### src/rtl/ifetch_queue_pkg.sv
// Shared types and constants for the instruction-fetch queue.
package ifetch_queue_pkg;

    localparam logic [31:0] RESET_PC_DEFAULT = 32'h0000_0000;
    localparam int          ENTRY_W          = 64;

    typedef enum logic [1:0] {
        ST_IDLE = 2'd0,
        ST_REQ  = 2'd1,
        ST_DROP = 2'd2
    } fetch_state_e;

endpackage

### src/rtl/ifetch_queue_fifo.sv
// Synchronous FIFO holding {pc, instr} entries; flush empties it in one edge.
module fetchq_fifo
    import ifetch_queue_pkg::*;
#(
    parameter int DEPTH = 4
) (
    input  logic                     clk,
    input  logic                     reset,
    input  logic                     push,
    input  logic                     pop,
    input  logic                     flush,
    input  logic [ENTRY_W-1:0]       wdata,
    output logic [ENTRY_W-1:0]       rdata,
    output logic [$clog2(DEPTH):0]   count
);

    localparam int AW = $clog2(DEPTH);
    localparam int CW = AW + 1;

    logic [ENTRY_W-1:0] mem [DEPTH];
    logic [AW-1:0]      wr_ptr;
    logic [AW-1:0]      rd_ptr;
    logic               do_push;
    logic               do_pop;

    // A pop frees the slot that a simultaneous push into a full FIFO needs.
    assign do_pop  = pop & (count != '0);
    assign do_push = push & ((count != CW'(DEPTH)) | do_pop);
    assign rdata   = mem[rd_ptr];

    always_ff @(posedge clk or posedge reset) begin
        if (reset) begin
            for (int i = 0; i < DEPTH; i++) begin
                mem[i] <= '0;
            end
            wr_ptr <= '0;
            rd_ptr <= '0;
            count  <= '0;
        end else if (flush) begin
            wr_ptr <= '0;
            rd_ptr <= '0;
            count  <= '0;
        end else begin
            if (do_push) begin
                mem[wr_ptr] <= wdata;
                wr_ptr      <= wr_ptr + AW'(1);
            end
            if (do_pop) begin
                rd_ptr <= rd_ptr + AW'(1);
            end
            count <= count + CW'(do_push) - CW'(do_pop);
        end
    end

endmodule

### src/rtl/ifetch_queue.sv
// Fetch front end: owns the fetch PC, runs the imem req/ack handshake and
// queues tagged instructions for the IF/ID stage.
module ifetch_queue
    import ifetch_queue_pkg::*;
#(
    parameter int          DEPTH    = 4,
    parameter logic [31:0] RESET_PC = RESET_PC_DEFAULT
) (
    input  logic        clk,
    input  logic        reset,
    output logic        imem_req,
    output logic [31:0] imem_addr,
    input  logic        imem_ack,
    input  logic [31:0] imem_rdata,
    output logic        instr_valid,
    output logic [31:0] instr,
    output logic [31:0] instr_pc,
    output logic [31:0] instr_pcplus4,
    input  logic        instr_ready,
    input  logic        redirect,
    input  logic [31:0] redirect_pc
);

    localparam int CW = $clog2(DEPTH) + 1;

    fetch_state_e       state, state_nxt;
    logic [31:0]        fetch_pc, fetch_pc_nxt;
    logic [31:0]        addr_nxt;
    logic [31:0]        redirect_word;
    logic               push, pop, flush;
    logic [CW-1:0]      count;
    logic [CW:0]        count_after;
    logic               space_ok;
    logic [ENTRY_W-1:0] head;

    always_comb begin
        redirect_word = {redirect_pc[31:2], 2'b00};
        pop           = instr_ready & (count != '0) & ~redirect;
        push          = (state == ST_REQ) & imem_ack & ~redirect;
        flush         = redirect;
        // Issue only when the slot for the returning word is guaranteed.
        count_after   = redirect ? '0
                      : {1'b0, count} + {{CW{1'b0}}, push} - {{CW{1'b0}}, pop};
        space_ok      = count_after < (CW + 1)'(DEPTH);

        state_nxt     = state;
        fetch_pc_nxt  = fetch_pc;
        addr_nxt      = imem_addr;

        case (state)
            ST_IDLE: begin
                if (redirect) begin
                    fetch_pc_nxt = redirect_word;
                    addr_nxt     = redirect_word;
                    state_nxt    = ST_REQ;
                end else if (space_ok) begin
                    addr_nxt  = fetch_pc;
                    state_nxt = ST_REQ;
                end
            end
            ST_REQ: begin
                if (redirect) begin
                    fetch_pc_nxt = redirect_word;
                    if (imem_ack) begin
                        addr_nxt = redirect_word;
                    end else begin
                        state_nxt = ST_DROP;
                    end
                end else if (imem_ack) begin
                    fetch_pc_nxt = fetch_pc + 32'd4;
                    if (space_ok) begin
                        addr_nxt = fetch_pc + 32'd4;
                    end else begin
                        state_nxt = ST_IDLE;
                    end
                end
            end
            ST_DROP: begin
                if (redirect) begin
                    fetch_pc_nxt = redirect_word;
                    if (imem_ack) begin
                        addr_nxt  = redirect_word;
                        state_nxt = ST_REQ;
                    end
                end else if (imem_ack) begin
                    addr_nxt  = fetch_pc;
                    state_nxt = ST_REQ;
                end
            end
            default: begin
                state_nxt = ST_IDLE;
            end
        endcase
    end

    always_ff @(posedge clk or posedge reset) begin
        if (reset) begin
            state     <= ST_IDLE;
            fetch_pc  <= RESET_PC;
            imem_req  <= 1'b0;
            imem_addr <= 32'd0;
        end else begin
            state     <= state_nxt;
            fetch_pc  <= fetch_pc_nxt;
            imem_req  <= (state_nxt != ST_IDLE);
            imem_addr <= addr_nxt;
        end
    end

    fetchq_fifo #(
        .DEPTH (DEPTH)
    ) u_fifo (
        .clk   (clk),
        .reset (reset),
        .push  (push),
        .pop   (pop),
        .flush (flush),
        .wdata ({imem_addr, imem_rdata}),
        .rdata (head),
        .count (count)
    );

    assign instr_valid   = (count != '0);
    assign instr         = head[31:0];
    assign instr_pc      = head[63:32];
    assign instr_pcplus4 = head[63:32] + 32'd4;

endmodule

### config.mk
export PLATFORM = sky130hd
export DESIGN_NAME = ifetch_queue
export DESIGN_NICKNAME = d
export VERILOG_FILES = /design/src/rtl/ifetch_queue_pkg.sv /design/src/rtl/ifetch_queue_fifo.sv /design/src/rtl/ifetch_queue.sv
export SDC_FILE = /design/constraint.sdc
export NUM_CORES = 1
export LEC_CHECK = 0
export BUFFER_PORTS_ARGS = -buffer_cell sky130_fd_sc_hd__buf_4
export CAP_MARGIN = 0
export CORE_MARGIN = 1
export CORE_UTILIZATION = 40
export CTS_CLUSTER_SIZE = 10
export DETAILED_ROUTE_END_ITERATION = 8
export GPL_ROUTABILITY_DRIVEN = 0
export PLACE_DENSITY_LB_ADDON = 0.12
export RECOVER_POWER = 25
export SYNTH_ARGS = -nofsm -noshare
export SYNTH_HDL_FRONTEND = slang
export SYNTH_SLANG_ARGS = --single-unit
### constraint.sdc
create_clock -name clk -period 12.1 [get_ports clk]
set_input_delay 2.42 -clock clk [delete_from_list [all_inputs] [get_ports clk]]
set_output_delay 2.42 -clock clk [all_outputs]
set_load 0.005 [all_outputs]
# After elaboration in Yosys (flattened, before gate mapping)

Index checks and enable logic that the tools add are counted.

Bitwise gates (word level): 10
Equality and inequality tests: 8
$add $sub $neg: 8
$lt $le $gt $ge: 4
Mux-type cells: 33
Reductions and logical operators: 12

Operator list:

| cell                    | count |
|---|---|
| $mux W32                | 11 |
| $bwmux W256             | 1 |
| $mux W64                | 3 |
| $bmux W64 S2            | 1 |
| $demux W64 S2           | 1 |
| $pmux W32 S3            | 1 |
| $add A32 B3 Y32 const B | 2 |
| $pmux W32 S2            | 1 |
| $mux W2                 | 11 |
| $ne A3 B3 Y1 const B    | 5 |
| $reduce_bool A2 Y1      | 4 |
| $and A1 B1 Y1           | 6 |
| $ge A3 B3 Y1 const B    | 2 |
| $not A2 Y3              | 2 |
| $pmux W2 S3             | 1 |
| $reduce_bool A3 Y1      | 2 |
| $reduce_and A5 Y1       | 1 |
| $add A2 B1 Y2 const B   | 2 |
| $add A3 B1 Y4           | 1 |
| $lt A4 B3 Y1 const B    | 1 |
| $mux W4                 | 1 |
| $sub A4 B1 Y4           | 1 |
| $add A3 B1 Y3           | 1 |
| $lt A3 B1 Y1 const B    | 1 |
| 12 further kinds        | 12 |

Input bits: 69
Logic and storage cells: 86
Flip-flop bits (word level): 330
Output and inout port bits: 130

# Logic depth before layout (Yosys ltp)

Depth after elaboration: 12
Depth in mapped cells: 16
Depth with buffers taken out: 12

# Modules after synthesis

A second synthesis with hierarchy kept.

Cell total of the unflattened synthesis: 1,412
Area, all modules: 17,793.3 sq um

Modules (own cells, without submodules):

| module       | area an instance (sq um) | times used | cells an instance | seq. area each (sq um) |
|---|---|---|---|---|
| fetchq_fifo  | 12,091.6                 | 1          | 663               | 6,581.3 |
| ifetch_queue | 5,701.7                  | 1          | 749               | 1,626.6 |

# Worst setup path before layout

No wires, ideal clock.

Path kind: in2reg
Start: input port redirect
End: register imem_addr[31]
Setup slack: 6.429 ns
Path buffers: 6
Data arrival time: 5.576 ns
Cell stages on the path: 16
Setup time: 0.095 ns
Data required time: 12.005 ns
Cell sequence: clkbuf_1 > clkbuf_1 > buf_1 > clkbuf_1 > and3b_1 > ha_1 > inv_1 > ha_1 > nand2_1 > or3_1 > a221oi_1 > a2bb2oi_2 > buf_2 > buf_2 > nand2_1 > o31ai_1

Cells in the longest elaborated chain, start to end: 8
Elaborated cells between the ends (all ways): 16
Those cells by class: add/sub: 2; order compare: 1; eq/ne: 4; mux: 5; bitwise: 3; reduce/logical: 1

Ends and longest elaborated chain:

| item                               | line                | text |
|---|---|---|
| start: declaration                 | ifetch_queue.sv:20  | `input logic redirect,` |
| $not A1 Y1 (no source line)        | --                  |  |
| $and A1 B1 Y1                      | ifetch_queue.sv:39  | `push = (state == ST_REQ) & imem_ack & ~redirect;` |
| $add A3 B1 Y4                      | ifetch_queue.sv:43  | `: {1'b0, count} + {{CW{1'b0}}, push} - {{CW{1'b0}}, pop};` |
| $sub A4 B1 Y4                      | ifetch_queue.sv:43  |  |
| $mux W4                            | ifetch_queue.sv:42  | `count_after = redirect ? '0` |
| $lt A4 B3 Y1                       | ifetch_queue.sv:44  | `space_ok = count_after < (CW + 1)'(DEPTH);` |
| $ne A3 B3 Y1 (no source line)      | --                  |  |
| $reduce_and A5 Y1 (no source line) | --                  |  |
| end signal: assignment             | ifetch_queue.sv:106 | `imem_addr <= addr_nxt;` |
| end: declaration                   | ifetch_queue.sv:12  | `output logic [31:0] imem_addr,` |

Parallel ways exist; a longest one is shown, timed or not.
A chain may end at the register's enable or synchronous reset.

# Worst setup path in the final report

Start: input port redirect
End: register imem_addr[3]

The elaborated chain is that of the path after synthesis.

==> summary.md <==
| Metric | Value |
|---|---|
| Core Area | 42200 µm² |
| Vias | about 12000 |
| Hold violation total from the final report | 0 |
| Seq pwr share | 35.9% |
| DRT antenna net count | 0 |
| Die Wd | between 200 and 250 µm |
| Proportion of layout cells with a drive suffix above 1 | 35.6% |
| Row count | 75 |
| Largest net degree at the start of global routing | between 100 and 150 |
| Cell taking the most area after synthesis | dfrtp_1 |
| R2r startpoint | state[1] |
| Sw frac | 37.0% |
| DP HPWL | 29800 µm |
| Final worst setup slack | roughly 4 ns |
| Worst hold start | u_fifo.mem[122] |
| Setup TNS | 0 ns |
| CTS tree | done |
| Setup crit end kind | register |
| Die Y | 210 µm |
| Routed WL | 47000 µm |
| Min cycle time layout | 8.08 ns |
| Synthesized area | 17300 µm² |
| Setup crit start kind | input pin |
| Yosys cell types | 69 |
| Synth area leaders | dfrtp_1, mux2_2, mux4_2 |
| Post-CTS Hold Buffers | 0 |
| R2r worst-path depth | 10 |
| Fmax | 124 MHz |
| Synth top area share | 47.5% |
| Number of CTS-inserted buffers | between 40 and 50 |
| Nets | 1670 |
| Failing checks | capacitance limit, slew limit |
| Combinational share of power | between 40% and 50% |
| Critical path type | in2reg |
| Slew @ Worst Pin | ~5.0 ns |
| Tot Pwr | around 5.3 mW |
| Worst Hold Depth | 1 |
| DR vias/cell | approximately 5.7 |
| Hold Path Sink | u_fifo.mem[122] |
| DRT iter0 DRCs | 779 |
| Int Pwr | 3.32 mW |
| Slew Limit Fails | roughly 210 |
| Clock slew at reported path FFs | around 0.05 ns |
| Drc violations | 0 |
| R2R Setup Slk | 8.16 ns |
| Hold Path Class | reg2reg |
| Synth warn | 0 |
| CTS max path bufs | 3 |
| First-pass GRT wire length | 74200 µm |
| Die ar. | 44000 µm² |
| Worst EP required | 12.54 ns |
| # setup viols final | 0 |
| Vias in the first global route | between 10000 and 15000 |
| Postcts setup bufs | 0 |
| Post-synth EDFFs | 0 |
| Worst EP arrival | 8.52 ns |
| Port Buf Inserts | between 150 and 200 |
| CTS Root Cell | clkbuf_16 |
| # IOs | about 200 |
| Syn_area_per_cell | 12.0 µm² |
| LEAKAGE | 9.06 nW |
| Status | finished, violations left |
| Worst path cell trace | clkbuf_1 -> clkbuf_1 -> and3b_1 -> ha_1 -> inv_1 -> ha_1 -> nand2_1 -> or3_1 -> a221oi_1 -> a2bb2oi_4 -> buf_4 -> a211oi_1 -> a21o_1 |
| Max-capacitance violation count | 3 |
| Clk pwr share | 22.0% |
| Yosys reg bits | roughly 330 |
| Slowest cell delay on critical path | ~1.8 ns |
| RSZ-0062 raised after global routing | false |
| Seq/Total Area, Yosys | 47.5% |
| Area grow syn2layout | 17.5% |
| FFs w/ async S/R, synth | 100% |
| Drt pass-1 iters | 5 |
| PwrDens | about 260 nW/µm² |
| CTS sink cnt | roughly 330 |
| Setup WS pre-CTS | 5.71 ns |
| Initial core utilization | between 40% and 50% |
| Mapped Cells | 1443 |
| Initial antenna violation count | 1 |
| H-tree depth | 2 |
| Clock latency on the worst-skew pair | 0.56 ns |
| Worst VDD drop | 0.172 mV |
| Max_slew headroom | -236% |
| R2r endpoint | imem_addr[3] |
| Average wire per standard cell | 21.9 µm |
| Final worst-path cycle share | approximately two thirds |
| Worst Skew | between 0.015 and 0.02 ns |
| Max stage delay cell, worst path | clkbuf_1 |
| Largest fanout on the critical path | 50 |
| Grt total ovfl | 0 |
| Psw | 1.95 mW |
| Primary FF master, synth | dfrtp_1 |
| PostCTS Resize Cnt | 0 |
| Total global routing track utilization | 21.8% |
| Syn nets | roughly 1500 |
-- worst max path at each step --
stage                           from                end  slack [ns]  cells past startpoint
finish                      redirect       imem_addr[3]        4.02                     13
CTS                 u_fifo.rd_ptr[0]  instr_pcplus4[30]        5.11                      8
detailed placement  u_fifo.rd_ptr[0]  instr_pcplus4[28]        5.71                      8
floorplan                      reset       fetch_pc[10]        0.60                      1
global route                redirect       imem_addr[3]        3.56                     13
global placement    u_fifo.rd_ptr[0]  instr_pcplus4[30]        5.72                      8
-- through the flow --
stage	instance area [µm²]	instances	utilization, %	hold slack, ns
final	20300	2144	48.1	0.481
after detailed placement	19100	2080	45.2	0.471
after global routing	20300	2143	48.0	0.505
after global placement	19100	2080	45.2	0.459
after CTS	20300	2143	48.1	0.483
after floorplan	17300	1443	-	0.449
-- cells in the mapped netlist (all sizes together), types with 4 or more instances --
master / count
mux2i: 35
xnor2: 22
o31ai: 17
nand2b: 6
a221oi: 9
and3: 6
nand2: 95
o32ai: 4
a21oi: 73
a31oi: 6
nor2: 67
clkbuf: 67
nor3: 18
a211oi: 19
xor2: 22
mux4: 64
o22ai: 13
dfrtp: 328
buf: 49
and2: 9
nand3: 38
o21ai: 67
mux2: 261
inv: 22
nor4: 4
nand4: 19
and4: 8
ha: 16
or3: 6
a21o: 8
o211ai: 9
nor2b: 18
-- power by group through the flow --
stage | Clock, mW | Combinational, mW | Sequential (mW)
after floorplan | 0 | 1.53 | 1.70
after global placement | 0 | 2.22 | 1.88
after detailed placement | 0 | 2.25 | 1.90
after CTS | 1.19 | 2.25 | 1.89
after global routing | 1.24 | 2.43 | 1.96
final | 1.16 | 2.22 | 1.89
-- area by class of cell --
class | count | area (µm²)
multi-input combinational | 977 | 8480
sequential | 328 | 8220
timing repair buffer | 214 | 1590
tap | 539 | 674
clock inverter | 5 | 72.6
inverter | 22 | 83.8
antenna | 1 | 2.50
clock buffer | 58 | 1170
fill | 3828 | 21900
-- sequential cells by signal, indices dropped and copies added (netlist names) --
name and cells:
state 2, u_fifo.rd_ptr 2, u_fifo.count 3, u_fifo.wr_ptr 2
imem_addr 32, u_fifo.mem 256, imem_req 1, fetch_pc 30
-- kinds of logic (layout without fill, tap and decap cells) --
| kind of cell | after synthesis | count (layout) | synth area share [%] |
|---|---|---|---|
| adders and majority gates | 17 | 17 | 1.27 |
| xor gates and xnor gates | 44 | 44 | 2.23 |
| buffers and inverters | 138 | 299 | 3.56 |
| DFF | 328 | 328 | 47.5 |
| muxes | 360 | 360 | 27.6 |
| and+or+nand+nor | 304 | 304 | 8.68 |
| AOI/OAI and AO/OA | 252 | 252 | 9.12 |
| other | 0 | 1 | 0 |
-- cells in the final DEF (no fill, tap or decap), drive strengths merged, types with 8 or more instances in the layout --
cell,instances
mux2,261
nor3,18
nor2,67
and4,8
xnor2,22
o22ai,13
a211oi,19
xor2,22
dfrtp,328
nand4,19
o31ai,17
o211ai,9
a21o,8
and2,9
nand2,95
buf,194
o21ai,67
clkbuf,78
ha,16
nor2b,18
inv,24
a21oi,73
nand3,38
mux2i,35
a221oi,9
mux4,64
-- worst max-delay path: cells and delay by family --
kind,cells,cell delay [ns]
AO/OA/AOI/OAI,4,1.34
AND/OR/NAND/NOR,3,0.74
buffers and inverters,4,3.71
adder cells (fa/ha/maj),2,0.28
-- per-layer routing --
layer	vias to the layer above	share of wire [%]	track usage, %
li1	5606	-	-
met1	6215	45	29.6
met2	307	47	35.4
met3	72	4.8	3.68
met4	0	2.7	7.32
met5	-	0	0
No activity file was read; power rests on OpenSTA's default activity.
